===== src/rtl/sc_timer_pkg.sv =====
// Shared types and constants for the RoadFighter game-time counter.
// State encodings are visible on the state bus, so they are fixed here.
package sc_timer_pkg;

    typedef enum logic [1:0] {
        ST_IDLE  = 2'd0,
        ST_RUN   = 2'd1,
        ST_PAUSE = 2'd2,
        ST_DONE  = 2'd3
    } timerState_t;

    localparam int TIMER_TICKDIV_DEFAULT = 50000000;
    localparam int TIMER_TICKDIV_SIM     = 4;

endpackage


===== src/rtl/sc_tick_prescaler.sv =====
// Free-running divider that flags its terminal count; it advances only
// while enabled and wraps to zero on the terminal count.
module sc_tick_prescaler
    import sc_timer_pkg::*;
#(
    parameter int TICKDIV  = TIMER_TICKDIV_DEFAULT,
    parameter int PREWIDTH = 26
) (
    input  logic SC_Prescaler_CLOCK_50,
    input  logic SC_Prescaler_RESET_InHigh,
    input  logic SC_Prescaler_ENABLE_InHigh,
    input  logic SC_Prescaler_CLEAR_InHigh,
    output logic SC_Prescaler_TICK_OutHigh
);

    localparam logic [PREWIDTH-1:0] PRE_TOP = PREWIDTH'(TICKDIV - 1);

    logic [PREWIDTH-1:0] preCount;

    // Raw terminal-count flag; the owner decides whether it is acted on.
    assign SC_Prescaler_TICK_OutHigh = (preCount == PRE_TOP);

    always_ff @(posedge SC_Prescaler_CLOCK_50 or posedge SC_Prescaler_RESET_InHigh) begin
        if (SC_Prescaler_RESET_InHigh) begin
            preCount <= '0;
        end else if (SC_Prescaler_CLEAR_InHigh) begin
            preCount <= '0;
        end else if (SC_Prescaler_ENABLE_InHigh) begin
            if (preCount == PRE_TOP) begin
                preCount <= '0;
            end else begin
                preCount <= preCount + 1'b1;
            end
        end
    end

endmodule


===== src/rtl/sc_reg_timer.sv =====
// Game-time counter: FSM, time register and direction/limit latches,
// stepping once per prescaler period while running.
module sc_reg_timer
    import sc_timer_pkg::*;
#(
    parameter int RegTIMER_DATAWIDTH = 8,
    parameter int RegTIMER_TICKDIV   = TIMER_TICKDIV_DEFAULT,
    parameter int RegTIMER_PREWIDTH  = 26
) (
    input  logic                          SC_RegTIMER_CLOCK_50,
    input  logic                          SC_RegTIMER_RESET_InHigh,
    input  logic                          SC_RegTIMER_START_InHigh,
    input  logic                          SC_RegTIMER_PAUSE_InHigh,
    input  logic                          SC_RegTIMER_CLEAR_InHigh,
    input  logic                          SC_RegTIMER_LOAD_InHigh,
    input  logic                          SC_RegTIMER_DOWN_InHigh,
    input  logic [RegTIMER_DATAWIDTH-1:0] SC_RegTIMER_data_InBUS,
    input  logic [RegTIMER_DATAWIDTH-1:0] SC_RegTIMER_limit_InBUS,
    output logic [RegTIMER_DATAWIDTH-1:0] SC_RegTIMER_data_OutBUS,
    output logic                          SC_RegTIMER_TICK_OutHigh,
    output logic                          SC_RegTIMER_DONE_OutHigh,
    output logic                          SC_RegTIMER_RUNNING_OutHigh,
    output logic [1:0]                    SC_RegTIMER_state_OutBUS
);

    timerState_t                   stateQ, stateD;
    logic [RegTIMER_DATAWIDTH-1:0] countQ, countD;
    logic [RegTIMER_DATAWIDTH-1:0] limitQ, limitD;
    logic [RegTIMER_DATAWIDTH-1:0] stepped, termSel;
    logic                          downQ, downD;
    logic                          tickQ, tickD;
    logic                          doneQ, doneD;
    logic                          preEnable, preClear, preTick;

    sc_tick_prescaler #(
        .TICKDIV  (RegTIMER_TICKDIV),
        .PREWIDTH (RegTIMER_PREWIDTH)
    ) u_prescaler (
        .SC_Prescaler_CLOCK_50      (SC_RegTIMER_CLOCK_50),
        .SC_Prescaler_RESET_InHigh  (SC_RegTIMER_RESET_InHigh),
        .SC_Prescaler_ENABLE_InHigh (preEnable),
        .SC_Prescaler_CLEAR_InHigh  (preClear),
        .SC_Prescaler_TICK_OutHigh  (preTick)
    );

    always_comb begin
        stateD    = stateQ;
        countD    = countQ;
        limitD    = limitQ;
        downD     = downQ;
        tickD     = 1'b0;
        doneD     = 1'b0;
        preEnable = 1'b0;
        preClear  = 1'b0;
        stepped   = countQ;
        termSel   = '0;
        if (SC_RegTIMER_CLEAR_InHigh) begin
            stateD   = ST_IDLE;
            countD   = '0;
            preClear = 1'b1;
        end else if (SC_RegTIMER_LOAD_InHigh) begin
            countD   = SC_RegTIMER_data_InBUS;
            preClear = 1'b1;
            if (stateQ == ST_DONE) begin
                stateD = ST_IDLE;
            end
        end else if (SC_RegTIMER_PAUSE_InHigh) begin
            if (stateQ == ST_RUN) begin
                stateD = ST_PAUSE;
            end
        end else if (SC_RegTIMER_START_InHigh && stateQ != ST_RUN) begin
            // Resuming from PAUSE keeps the latches and prescaler phase.
            if (stateQ != ST_PAUSE) begin
                downD    = SC_RegTIMER_DOWN_InHigh;
                limitD   = SC_RegTIMER_limit_InBUS;
                preClear = 1'b1;
            end
            termSel = downD ? '0 : limitD;
            if (countQ == termSel) begin
                stateD = ST_DONE;
                doneD  = 1'b1;
            end else begin
                stateD = ST_RUN;
            end
        end else if (stateQ == ST_RUN) begin
            preEnable = 1'b1;
            if (preTick) begin
                tickD   = 1'b1;
                stepped = downQ ? countQ - 1'b1 : countQ + 1'b1;
                termSel = downQ ? '0 : limitQ;
                countD  = stepped;
                if (stepped == termSel) begin
                    stateD = ST_DONE;
                    doneD  = 1'b1;
                end
            end
        end
    end

    always_ff @(posedge SC_RegTIMER_CLOCK_50 or posedge SC_RegTIMER_RESET_InHigh) begin
        if (SC_RegTIMER_RESET_InHigh) begin
            stateQ <= ST_IDLE;
            countQ <= '0;
            limitQ <= '0;
            downQ  <= 1'b0;
            tickQ  <= 1'b0;
            doneQ  <= 1'b0;
        end else begin
            stateQ <= stateD;
            countQ <= countD;
            limitQ <= limitD;
            downQ  <= downD;
            tickQ  <= tickD;
            doneQ  <= doneD;
        end
    end

    assign SC_RegTIMER_data_OutBUS     = countQ;
    assign SC_RegTIMER_TICK_OutHigh    = tickQ;
    assign SC_RegTIMER_DONE_OutHigh    = doneQ;
    assign SC_RegTIMER_RUNNING_OutHigh = (stateQ == ST_RUN);
    assign SC_RegTIMER_state_OutBUS    = stateQ;

endmodule


===== config.mk =====
export PLATFORM = sky130hd
export DESIGN_NAME = sc_reg_timer
export DESIGN_NICKNAME = d
export VERILOG_FILES = /design/src/rtl/sc_timer_pkg.sv /design/src/rtl/sc_tick_prescaler.sv /design/src/rtl/sc_reg_timer.sv
export SDC_FILE = /design/constraint.sdc
export NUM_CORES = 1
export LEC_CHECK = 0
export CELL_PAD_IN_SITES_DETAIL_PLACEMENT = 1
export CELL_PAD_IN_SITES_GLOBAL_PLACEMENT = 2
export CORE_UTILIZATION = 38
export CTS_CLUSTER_DIAMETER = 60
export CTS_CLUSTER_SIZE = 8
export DETAILED_ROUTE_END_ITERATION = 10
export PLACE_DENSITY_LB_ADDON = 0.1
export SLEW_MARGIN = 25
export SYNTH_ARGS = -nofsm -noshare
export SYNTH_HDL_FRONTEND = slang
export SYNTH_SLANG_ARGS = --single-unit

===== constraint.sdc =====
create_clock -name SC_RegTIMER_CLOCK_50 -period 5.1 [get_ports SC_RegTIMER_CLOCK_50]
set_input_delay 0.765 -clock SC_RegTIMER_CLOCK_50 [delete_from_list [all_inputs] [get_ports SC_RegTIMER_CLOCK_50]]
set_output_delay 0.765 -clock SC_RegTIMER_CLOCK_50 [all_outputs]
set_load 0.01 [all_outputs]

# After elaboration in Yosys (flattened, before gate mapping)

Index checks and enable logic that the tools add are counted.

Input bits: 23
Output and inout port bits: 13
Word-level logic and storage cells: 90
Register bits after elaboration: 47

Bitwise gates (word level): 3
Mux-type cells: 56
Equality and inequality tests: 11
Reduce and logical (&&, ||, !) cells: 10
Add/sub/neg operators: 3

Operators by type and width:

| operator                | count |
|---|---|
| $mux W8                 | 14 |
| $mux W26                | 3 |
| $mux W1                 | 29 |
| $add A26 B1 Y26 const B | 1 |
| $eq A26 B26 Y1 const B  | 1 |
| $mux W2                 | 10 |
| $eq A8 B8 Y1            | 2 |
| $reduce_bool A5 Y1      | 2 |
| $add A8 B1 Y8 const B   | 1 |
| $reduce_and A4 Y1       | 2 |
| $sub A8 B1 Y8 const B   | 1 |
| $reduce_bool A3 Y1      | 2 |
| $reduce_and A5 Y1       | 1 |
| $ne A4 B1 Y1 const B    | 1 |
| $reduce_bool A4 Y1      | 1 |
| $ne A3 B1 Y1 const B    | 1 |
| $ne A3 B2 Y1 const B    | 1 |
| $ne A3 B3 Y1 const B    | 1 |
| $not A1 Y1              | 3 |
| $eq A2 B1 Y1 const B    | 1 |
| $eq A2 B2 Y1 const B    | 1 |
| $ne A2 B1 Y1 const B    | 1 |
| $ne A2 B2 Y1 const B    | 1 |
| $reduce_bool A2 Y1      | 1 |
| $logic_and A1 B1 Y1     | 1 |

# Longest topological paths before layout

Gate-level depths: netlist (run 1).

Depth in word-level cells: 13
Gate-level depth with buffers: 11
Mapped depth without buffers: 9

# Cells and area by module

A second synthesis (run 1) with hierarchy kept.

Cells, all modules: 379
Area, all modules: 3402.0 um2

By module, submodules not included:

| module            | sequential area each (um2) | cells an instance | times used | area an instance (um2) |
|---|---|---|---|---|
| sc_reg_timer      | 525.5                      | 223               | 1          | 1945.6 |
| sc_tick_prescaler | 650.6                      | 156               | 1          | 1456.4 |

# Worst setup path before layout (run 1)

Ideal clock, no wire load.

Path kind: register to register
From: register countQ[1], in the netlist SC_RegTIMER_data_OutBUS[1]
To: register stateQ[1], in the netlist SC_RegTIMER_state_OutBUS[1]
Stages on the path, launching flop included: 10
Setup time: 0.066 ns
Arrival: 2.587 ns
Data required time: 5.034 ns
Path buffers: 0
Clock period less this slack: 2.653 ns
Slack: 2.447 ns
Cell sequence: dfrtp_1 ha_1 a211oi_2 o21bai_1 a2111oi_0 a21oi_1 xnor2_1 or4_1 o211ai_1 a22o_1

Longest elaborated chain between the ends: 6
Elaborated cells on any way between the ends: 12
Classes of those cells: 2 x add/sub; 2 x eq/ne; 6 x mux; 2 x reduce/logical

Ends and longest elaborated chain:

| element                                                               | line                | source |
|---|---|---|
| from (decl)                                                           | sc_reg_timer.sv:27  | `logic [RegTIMER_DATAWIDTH-1:0] countQ, countD;` |
| from (signal assigned)                                                | sc_reg_timer.sv:110 | `countQ <= countD;` |
| parallel branches: the longest is 6 deep, another holds $add A8 B1 Y8 | -                   |  |
| to (signal assigned)                                                  | sc_reg_timer.sv:109 | `stateQ <= stateD;` |
| to (decl)                                                             | sc_reg_timer.sv:26  | `timerState_t stateQ, stateD;` |

Several ways; the timed one is not identified.
A chain may end at the register's enable or synchronous reset.

# Final worst setup path (run 1)

From: register downQ
To: register stateQ[1], in the netlist SC_RegTIMER_state_OutBUS[1]

Longest elaborated chain between the ends: 12
Elaborated cells on any way between the ends: 17
Classes of those cells: 2 x eq/ne; 13 x mux; 2 x reduce/logical

Ends and longest elaborated chain:

| element                | line                | source |
|---|---|---|
| from (decl)            | sc_reg_timer.sv:30  | `logic downQ, downD;` |
| from (signal assigned) | sc_reg_timer.sv:112 | `downQ <= downD;` |
| $mux W1                | sc_reg_timer.sv:73  | `if (stateQ != ST_PAUSE) begin` |
| $mux W1                | sc_reg_timer.sv:71  | `end else if (SC_RegTIMER_START_InHigh && stateQ != ST_RUN) begin` |
| $mux W1                | sc_reg_timer.sv:67  | `end else if (SC_RegTIMER_PAUSE_InHigh) begin` |
| $mux W1                | sc_reg_timer.sv:61  | `end else if (SC_RegTIMER_LOAD_InHigh) begin` |
| $mux W1                | sc_reg_timer.sv:57  | `if (SC_RegTIMER_CLEAR_InHigh) begin` |
| $mux W8                | sc_reg_timer.sv:78  | `termSel = downD ? '0 : limitD;` |
| $eq A8 B8 Y1           | sc_reg_timer.sv:79  | `if (countQ == termSel) begin` |
| $mux W2                | sc_reg_timer.sv:79  |  |
| $mux W2                | sc_reg_timer.sv:71  |  |
| $mux W2                | sc_reg_timer.sv:67  |  |
| $mux W2                | sc_reg_timer.sv:61  |  |
| $mux W2                | sc_reg_timer.sv:57  |  |

Several ways; a longest one is shown, not always the timed one. The select of a mux whose other input is x is not followed.

==> reports/results.ini, run 1 <==
[placed_design]
dpl.hpwl_mm=6.34
io_buffers=35
gp_congestion=0.810
place_ws_ns=1.71

[floorplan]
boundaryPins=36
start_util=0.390
die-area_um2=8760
die_x_um=93.6
std_cell_rows=33
coreArea_um2=8180
die_h_um=93.6

[run_status]
status=completed

[clock_network]
tritoncts=yes
clock_path_buffers=2
ctsHoldBuffers=0
post_cts_resized=0
clkSinkCount=47
path_clk_slew_ns=0.09
cts_htree_levels=2
post_cts_buffers=0
numCtsBuffers=5
root_buffer=clkbuf_8
clkLatencyLatePin_ns=0.30

[timing]
slew_headroom=0.459
period_share=0.642
min_period_ns=3.27
rsz0062_at_grt=false
tns_ns=0
timing.final.hold_violations=0
fin_worst_skew_ns=0.00484
worst_slack_ns=1.83
final-setup-viol-count=0
slew_viol_final=0
worstMarginPinSlew_ns=0.806
fmaxAchievable_ghz=0.306

[finish]
layout-drive-gt1-share=0.0753
n_fill_cell=985
syn2layout_area_growth_pct=15.8
layout_common_cells=nor2_1 (49), dfrtp_1 (47), clkdlybuf4s50_1 (35), nand2_1 (30), xor2_1 (25)
mostFrequentLayoutCell=nor2_1
insertedDiodeCount=0
nets=415

[worst_hold_path]
hold_path.class=reg2reg

[global_routing]
grt_pass1_wl_mm=14.4
grt_start_max_net_pins=48
overflow=0
antenna_found_initial=0
grt_pass1_vias=2819
track_usage=0.213

[synthesis]
synthCells=357
yosys.area.top_type=dfrtp_1
avgSynthCellArea_um2=8.93
synth_top_area_share=0.369
ys_ff_latch=47
netlist_top_cells_area=dfrtp_1 (37%), xor2_1 (6.9%), nor2_1 (5.8%)
synth_ff_type=dfrtp_1
synth_edf_count=0
synth_seq_area_share=0.369
synth_cell_types=59
synth_nets=388
async_flop_share=1.00
syn_area_um2=3190
yosys_warnings=0

[job]
drv_cap=0

[critical_path]
crit_type=reg2reg
critPathArrivalTime_ns=3.52
reg2reg_setup_slack_ns=1.83
worstPathMaxFanout=20
cp-start-kind=register
critPathTopFamily=compound AO/OA/AOI/OAI gates
slowest_delay_ns=0.77
crit_chain=ha_1, a211oi_2, o21bai_1, a2111oi_0, a21oi_1, xnor2_1, or4_1, o211ai_1, a22o_1
cp-end-kind=register
crit_buf_inv=0
cp_slowest_cell=dfrtp_1
crit_required_ns=5.34

[drt]
initialDrtViolationCount=78
drc_errors=0
ant_nets=0
viasPerCell=5.55
wirelength_mm=8.62
drt_pre_antenna_iters=4
post_drt_wl_per_cell_um=17.6
via_count=2720

[power]
p_leak_nw=1.46
power_density_nw_per_um2=267
ir_drop_uv=110

-- kinds of logic after synthesis --
family                   after synthesis  share of synthesized area
AND/OR/NAND/NOR                      157                      0.259
adder cells (fa/ha/maj)                8                     0.0338
flip-flops                            47                      0.369
AO/OA/AOI/OAI                         64                      0.129
buffers and inverters                 24                     0.0373
multiplexers                          14                     0.0514
XOR/XNOR                              43                      0.121
-- metal layers --
layer,global-route usage,share of wire,vias to the layer above
li1,-,-,1318
met1,0.271,0.46,1362
met2,0.382,0.51,34
met3,0.0293,0.021,6
met4,0.0436,0.0094,0
met5,0,0,-
-- layout make-up --
type	count	area (um2)	share of cell area
inverter	8	32.5	0.00882
sequential	47	1180	0.319
timing repair buffer	36	358	0.0970
multi-input combinational	286	1890	0.513
tap	105	131	0.0356
clock buffer	8	100	0.0271
-- power by group --
group | switching [mW] | leakage (nW) | internal, mW
clock | 0.132 | 0.0515 | 0.124
combinational | 0.150 | 0.777 | 0.136
sequential | 0.0494 | 0.635 | 0.395
total | 0.331 | 1.46 | 0.655
-- registers in the layout (all words and copies together) (netlist names) --
name / cells
u_prescaler.preCount: 26
SC_RegTIMER_data_OutBUS: 8
limitQ: 8
SC_RegTIMER_state_OutBUS: 2
SC_RegTIMER_DONE_OutHigh: 1
SC_RegTIMER_TICK_OutHigh: 1
downQ: 1
-- metrics by stage --
| stage | cell area (um2) | hold slack, ns | cells | power (mW) | util |
|---|---|---|---|---|---|
| 3_5_place_dp | 3590 | 0.529 | 482 | 0.738 | 0.439 |
| 6_report | 3690 | 0.535 | 490 | 0.986 | 0.451 |
| 4_1_cts | 3690 | 0.546 | 490 | 0.998 | 0.451 |
| 3_3_place_gp | 3590 | 0.516 | 482 | 0.734 | 0.439 |
| 2_1_floorplan | 3190 | 0.480 | 357 | 0.648 | - |
| 5_1_grt | 3690 | 0.572 | 490 | 1.04 | 0.451 |
-- synthesized netlist by cell type, types with 2 or more instances --
library cell / count
nor2_1: 49
dfrtp_1: 47
nand2_1: 30
xor2_1: 25
nand3_1: 18
o21ai_0: 18
xnor2_1: 17
a21oi_1: 13
clkbuf_1: 10
nor3_1: 9
inv_1: 8
and3_1: 7
ha_1: 7
mux2i_1: 7
nand4_1: 6
nor2b_1: 6
o211ai_1: 6
mux2_2: 5
o21ai_1: 5
or3_1: 5
nand4b_1: 4
nor3b_1: 4
nor4_1: 4
buf_6: 3
nand2b_1: 3
o31ai_1: 3
a211oi_1: 2
a31oi_1: 2
a32oi_1: 2
buf_2: 2
o21bai_1: 2
-- path summary, 6_finish.rpt --
path                                          start                     endpoint  depth (start not counted)
setup reg to reg                              downQ  SC_RegTIMER_state_OutBUS[1]                          9
setup / recovery                              downQ  SC_RegTIMER_state_OutBUS[1]                          9
min in group asynchronous  SC_RegTIMER_RESET_InHigh                    limitQ[1]                          2
hold reg to reg             u_prescaler.preCount[0]      u_prescaler.preCount[0]                          1
hold / removal              u_prescaler.preCount[0]      u_prescaler.preCount[0]                          1
max in group asynchronous  SC_RegTIMER_RESET_InHigh      u_prescaler.preCount[7]                          2
Note: power is estimated with default switching activity, not from simulation.
==> run 2, diff against run 1 <==
--- a/config.mk
+++ b/config.mk
@@ -7,7 +7,7 @@
 export LEC_CHECK = 0
 export CELL_PAD_IN_SITES_DETAIL_PLACEMENT = 1
 export CELL_PAD_IN_SITES_GLOBAL_PLACEMENT = 2
-export CORE_UTILIZATION = 38
+export CORE_UTILIZATION = 32
 export CTS_CLUSTER_DIAMETER = 60
 export CTS_CLUSTER_SIZE = 8
 export DETAILED_ROUTE_END_ITERATION = 10
==> constraint.sdc (replaced) <==
create_clock -name SC_RegTIMER_CLOCK_50 -period 3 [get_ports SC_RegTIMER_CLOCK_50]
set_input_delay 0.45 -clock SC_RegTIMER_CLOCK_50 [delete_from_list [all_inputs] [get_ports SC_RegTIMER_CLOCK_50]]
set_output_delay 0.45 -clock SC_RegTIMER_CLOCK_50 [all_outputs]
set_load 0.01 [all_outputs]
==> reports/results.ini, run 2 (same netlist as run 1, synthesis figures left out) <==
[drt]
initialDrtViolationCount=51
drc_errors=0
wirelength_met1_mm=4.11
dr_wl_met3_um=142
met2WireLength_mm=4.75
post_drt_wl_per_cell_um=16.9
dr.max_layer_used=met4
wirelength_mm=9.06
viasPerCell=5.14
drt_pre_antenna_iters=4
via_count=2750
ant_nets=0

[power]
power_density_nw_per_um2=472
ir_drop_uv=174
finalPower_mw=1.84
p_leak_nw=1.56

[global_routing]
track_usage=0.190
grt_start_max_net_pins=26
grt_pass1_wl_mm=15.1
antenna_found_initial=0
grt_pass1_vias=2866
overflow=0

[clock_network]
clkLatencyLatePin_ns=0.30
cts_htree_levels=2
path_clk_slew_ns=0.10
clock_path_buffers=2
clkSinkCount=47
root_buffer=clkbuf_8
tritoncts=yes
numCtsBuffers=5

[floorplan]
start_util=0.328
boundaryPins=36
std_cell_rows=36
die_x_um=102
die_h_um=102
coreArea_um2=9730
die-area_um2=10400

[job]
drv_cap=0

[timing]
fin_worst_skew_ns=0.00603
period_share=0.933
slew_headroom=0.628
timing.final.hold_violations=0
slew_viol_final=0
fmaxAchievable_ghz=0.357
rsz0062_at_grt=false
min_period_ns=2.80
worstMarginPinSlew_ns=0.557
tns_ns=0
final-setup-viol-count=0

[critical_path]
crit_required_ns=3.24
cp-start-kind=register
critPathArrivalTime_ns=3.04
crit_type=reg2reg
rr_startpoint=SC_RegTIMER_data_OutBUS[1]
reg2reg_depth=9
timing.rr.end=SC_RegTIMER_state_OutBUS[1]
cp-end-kind=register
worstPathMaxFanout=7
reg2reg_setup_slack_ns=0.20

[finish]
n_fill_cell=1156
syn2layout_area_growth_pct=22.4
layout-drive-gt1-share=0.124
fin_cells=535
final_util=0.401
largest_reg_flops=26
insertedDiodeCount=0
regMostFlops=u_prescaler.preCount
layout_common_cells=nor2_1 (49), dfrtp_1 (46), clkdlybuf4s50_1 (35), nand2_1 (30), xor2_1 (25)
mostFrequentLayoutCell=nor2_1
nets=432

[worst_hold_path]
hold_path.class=in2async

[placed_design]
dp_cells=527
io_buffers=35
dpl.hpwl_mm=6.85
gp_congestion=0.761

[run_status]
status=completed

run 2: cell types whose count changed in the layout (fill, tap and decap cells not counted), sizes merged:
cell	previous run	this run
clkinvlp	0	1
bufinv	0	2
buf	1	18
clkbuf	8	5
run 2: worst max-delay path by stage:
stage / from / to / slack (ns) / cells after the start
2_1_floorplan: SC_RegTIMER_data_OutBUS[1] / SC_RegTIMER_state_OutBUS[1] / 0.35 / 9
3_3_place_gp: SC_RegTIMER_data_OutBUS[1] / SC_RegTIMER_state_OutBUS[1] / 0.22 / 9
3_5_place_dp: SC_RegTIMER_data_OutBUS[1] / SC_RegTIMER_state_OutBUS[1] / 0.11 / 9
4_1_cts: SC_RegTIMER_data_OutBUS[1] / SC_RegTIMER_state_OutBUS[1] / 0.08 / 9
5_1_grt: SC_RegTIMER_state_OutBUS[0] / SC_RegTIMER_state_OutBUS[1] / 0.008 / 8
6_report: SC_RegTIMER_data_OutBUS[1] / SC_RegTIMER_state_OutBUS[1] / 0.20 / 9
run 2: power by group:
group | switching (mW) | internal (mW) | total (mW)
clock | 0.239 | 0.333 | 0.572
combinational | 0.281 | 0.252 | 0.533
sequential | 0.0653 | 0.672 | 0.738
total | 0.586 | 1.26 | 1.84
run 2: final cells by class:
| class | count | area, um2 | share of cell area |
|---|---|---|---|
| tap | 133 | 166 | 0.0427 |
| clock buffer | 5 | 68.8 | 0.0176 |
| multi-input combinational | 286 | 1910 | 0.488 |
| timing repair buffer | 53 | 485 | 0.124 |
| inverter | 8 | 30.0 | 0.00770 |
| clock inverter | 3 | 67.6 | 0.0173 |
| sequential | 47 | 1180 | 0.302 |
run 2: stage by stage:
stage	hold WS, ns	setup slack [ns]	area (um2)
after floorplan	0.480	0.347	3190
after global placement	0.518	0.216	3750
after CTS	0.543	0.0821	3890
final	0.522	0.201	3900
after detailed placement	0.532	0.110	3750
after global routing	0.575	0.00810	3900
run 2: critical path: stages, from the launching register on:
cell and delay (ns):
dfrtp_2 0.47, ha_1 0.31, a211oi_2 0.25, o21bai_1 0.12, a2111oi_1 0.39, a21oi_1 0.14, xnor2_1 0.16, or4_1 0.57
o211ai_1 0.18, a22o_1 0.14
run 2: repair_timing:
action,4_1_cts,5_1_grt
gates resized for setup,0,4
setup buffers,0,0
hold buffers,0,0
endpoints found under the hold margin,0,0
setup endpoints to repair,0,1
run 2: per-layer routing:
metal | global-route usage | vias up
li1 | - | 1347
met2 | 0.358 | 20
met3 | 0.0214 | 5
met4 | 0.0368 | 0
met1 | 0.233 | 1378
met5 | 0 | -
==> run 3, diff against run 2 <==
--- a/config.mk
+++ b/config.mk
@@ -11,7 +11,7 @@
 export CTS_CLUSTER_DIAMETER = 60
 export CTS_CLUSTER_SIZE = 8
 export DETAILED_ROUTE_END_ITERATION = 10
-export PLACE_DENSITY_LB_ADDON = 0.1
+export PLACE_DENSITY = 0.74
 export SLEW_MARGIN = 25
 export SYNTH_ARGS = -nofsm -noshare
 export SYNTH_HDL_FRONTEND = slang
==> reports/results.ini, run 3 (same netlist as run 1, synthesis figures left out) <==
[timing]
timing.final.hold_violations=0
worstMarginPinSlew_ns=0.564
min_period_ns=2.85
fin_worst_skew_ns=0.0101
slew_headroom=0.623
tns_ns=0
period_share=0.950
fmaxAchievable_ghz=0.351
rsz0062_at_grt=false
slew_viol_final=0
whs_ns=0.518
final-setup-viol-count=0

[global_routing]
grt_pass1_vias=2987
track_usage=0.192
overflow=0
grt_pass1_wl_mm=15.3
grt_start_max_net_pins=24
antenna_found_initial=0

[floorplan]
boundaryPins=36
std_cell_rows=36
start_util=0.328
die-area_um2=10400
die_x_um=102
die_h_um=102
coreArea_um2=9730

[finish]
largest_reg_flops=26
layout_common_cells=nor2_1 (49), dfrtp_1 (46), clkdlybuf4s50_1 (35), nand2_1 (30), xor2_1 (25)
nets=428
layout-drive-gt1-share=0.111
design_area_um2=3840
syn2layout_area_growth_pct=20.4
mostFrequentLayoutCell=nor2_1
regMostFlops=u_prescaler.preCount
n_fill_cell=1137
insertedDiodeCount=0

[worst_hold_path]
hold_path.class=in2async

[clock_network]
clkSinkCount=47
root_buffer=clkbuf_8
post_cts_buffers=0
path_clk_slew_ns=0.09
tritoncts=yes
clock_path_buffers=2
cts_htree_levels=2
clkLatencyLatePin_ns=0.30
numCtsBuffers=5

[drt]
initialDrtViolationCount=99
ant_nets=0
wirelength_mm=8.89
via_count=2743
viasPerCell=5.18
drt_pre_antenna_iters=4
drc_errors=0
post_drt_wl_per_cell_um=16.8

[critical_path]
cp-end-kind=register
timing.rr.end=SC_RegTIMER_state_OutBUS[1]
crit_type=reg2reg
worstPathMaxFanout=7
cp-start-kind=register
reg2reg_setup_slack_ns=0.15
reg2reg_depth=9
crit_required_ns=3.24
rr_startpoint=SC_RegTIMER_data_OutBUS[1]
critPathArrivalTime_ns=3.09

[power]
power_density_nw_per_um2=452
p_leak_nw=1.53
ir_drop_uv=166

[placed_design]
gp_congestion=0.784
io_buffers=35
dpl.hpwl_mm=6.75
dpl-instance-area_um2=3720

[job]
drv_cap=0

[run_status]
status=completed

-- run 3: cell count changes in the layout (fill, tap and decap cells not counted), sizes merged --
cell / change
buf: -4
bufinv: -1
clkbuf: +1
clkinvlp: -1
-- run 3: report_power, final --
part | switching, mW | internal [mW]
combinational | 0.283 | 0.250
clock | 0.219 | 0.245
sequential | 0.0642 | 0.672
-- run 3: worst max-delay path by stage --
stage | slack (ns) | start | endpoint
2_1_floorplan | 0.35 | SC_RegTIMER_data_OutBUS[1] | SC_RegTIMER_state_OutBUS[1]
3_3_place_gp | 0.22 | SC_RegTIMER_data_OutBUS[1] | SC_RegTIMER_state_OutBUS[1]
3_5_place_dp | 0.07 | SC_RegTIMER_data_OutBUS[1] | SC_RegTIMER_state_OutBUS[1]
4_1_cts | 0.008 | SC_RegTIMER_data_OutBUS[1] | SC_RegTIMER_state_OutBUS[1]
5_1_grt | 0.04 | SC_RegTIMER_data_OutBUS[1] | SC_RegTIMER_state_OutBUS[1]
6_report | 0.15 | SC_RegTIMER_data_OutBUS[1] | SC_RegTIMER_state_OutBUS[1]
-- run 3: critical path: stages (launching register included) --
cell and delay, ns:
dfrtp_2 0.47, fa_1 0.45, a211oi_1 0.34, nor2_1 0.14, xnor2_2 0.23, and3_1 0.21
a31oi_1 0.05, or4_1 0.56, o211ai_1 0.18, a22o_1 0.15
-- run 3: timing repair --
action	CTS	global route
resized for setup	0	4
setup endpoints to repair	0	1
hold buffers	0	0
-- run 3: per-stage QoR --
stage,total power [mW],instances,setup WS [ns],util
floorplan,1.10,357,0.347,-
global placement,1.26,523,0.217,0.382
detailed placement,1.28,523,0.0650,0.382
CTS,1.75,530,0.00770,0.393
global route,1.85,530,0.0401,0.394
finish,1.73,530,0.150,0.394
-- run 3: per-layer routing --
metal,GRT usage,share of wire,up-vias
li1,-,-,1339
met3,0.0262,0.022,9
met5,0,0,-
met1,0.237,0.45,1366
met2,0.345,0.51,29
met4,0.0546,0.018,0
-- run 3: final cells by class --
class,instances,area [um2],area share
Tap cell,133,166,0.0434
Multi-Input combinational cell,286,1910,0.497
Timing Repair Buffer,49,455,0.119
Sequential cell,47,1180,0.307
Clock inverter,1,30.0,0.00783
Clock buffer,6,72.6,0.0189
Inverter,8,30.0,0.00783
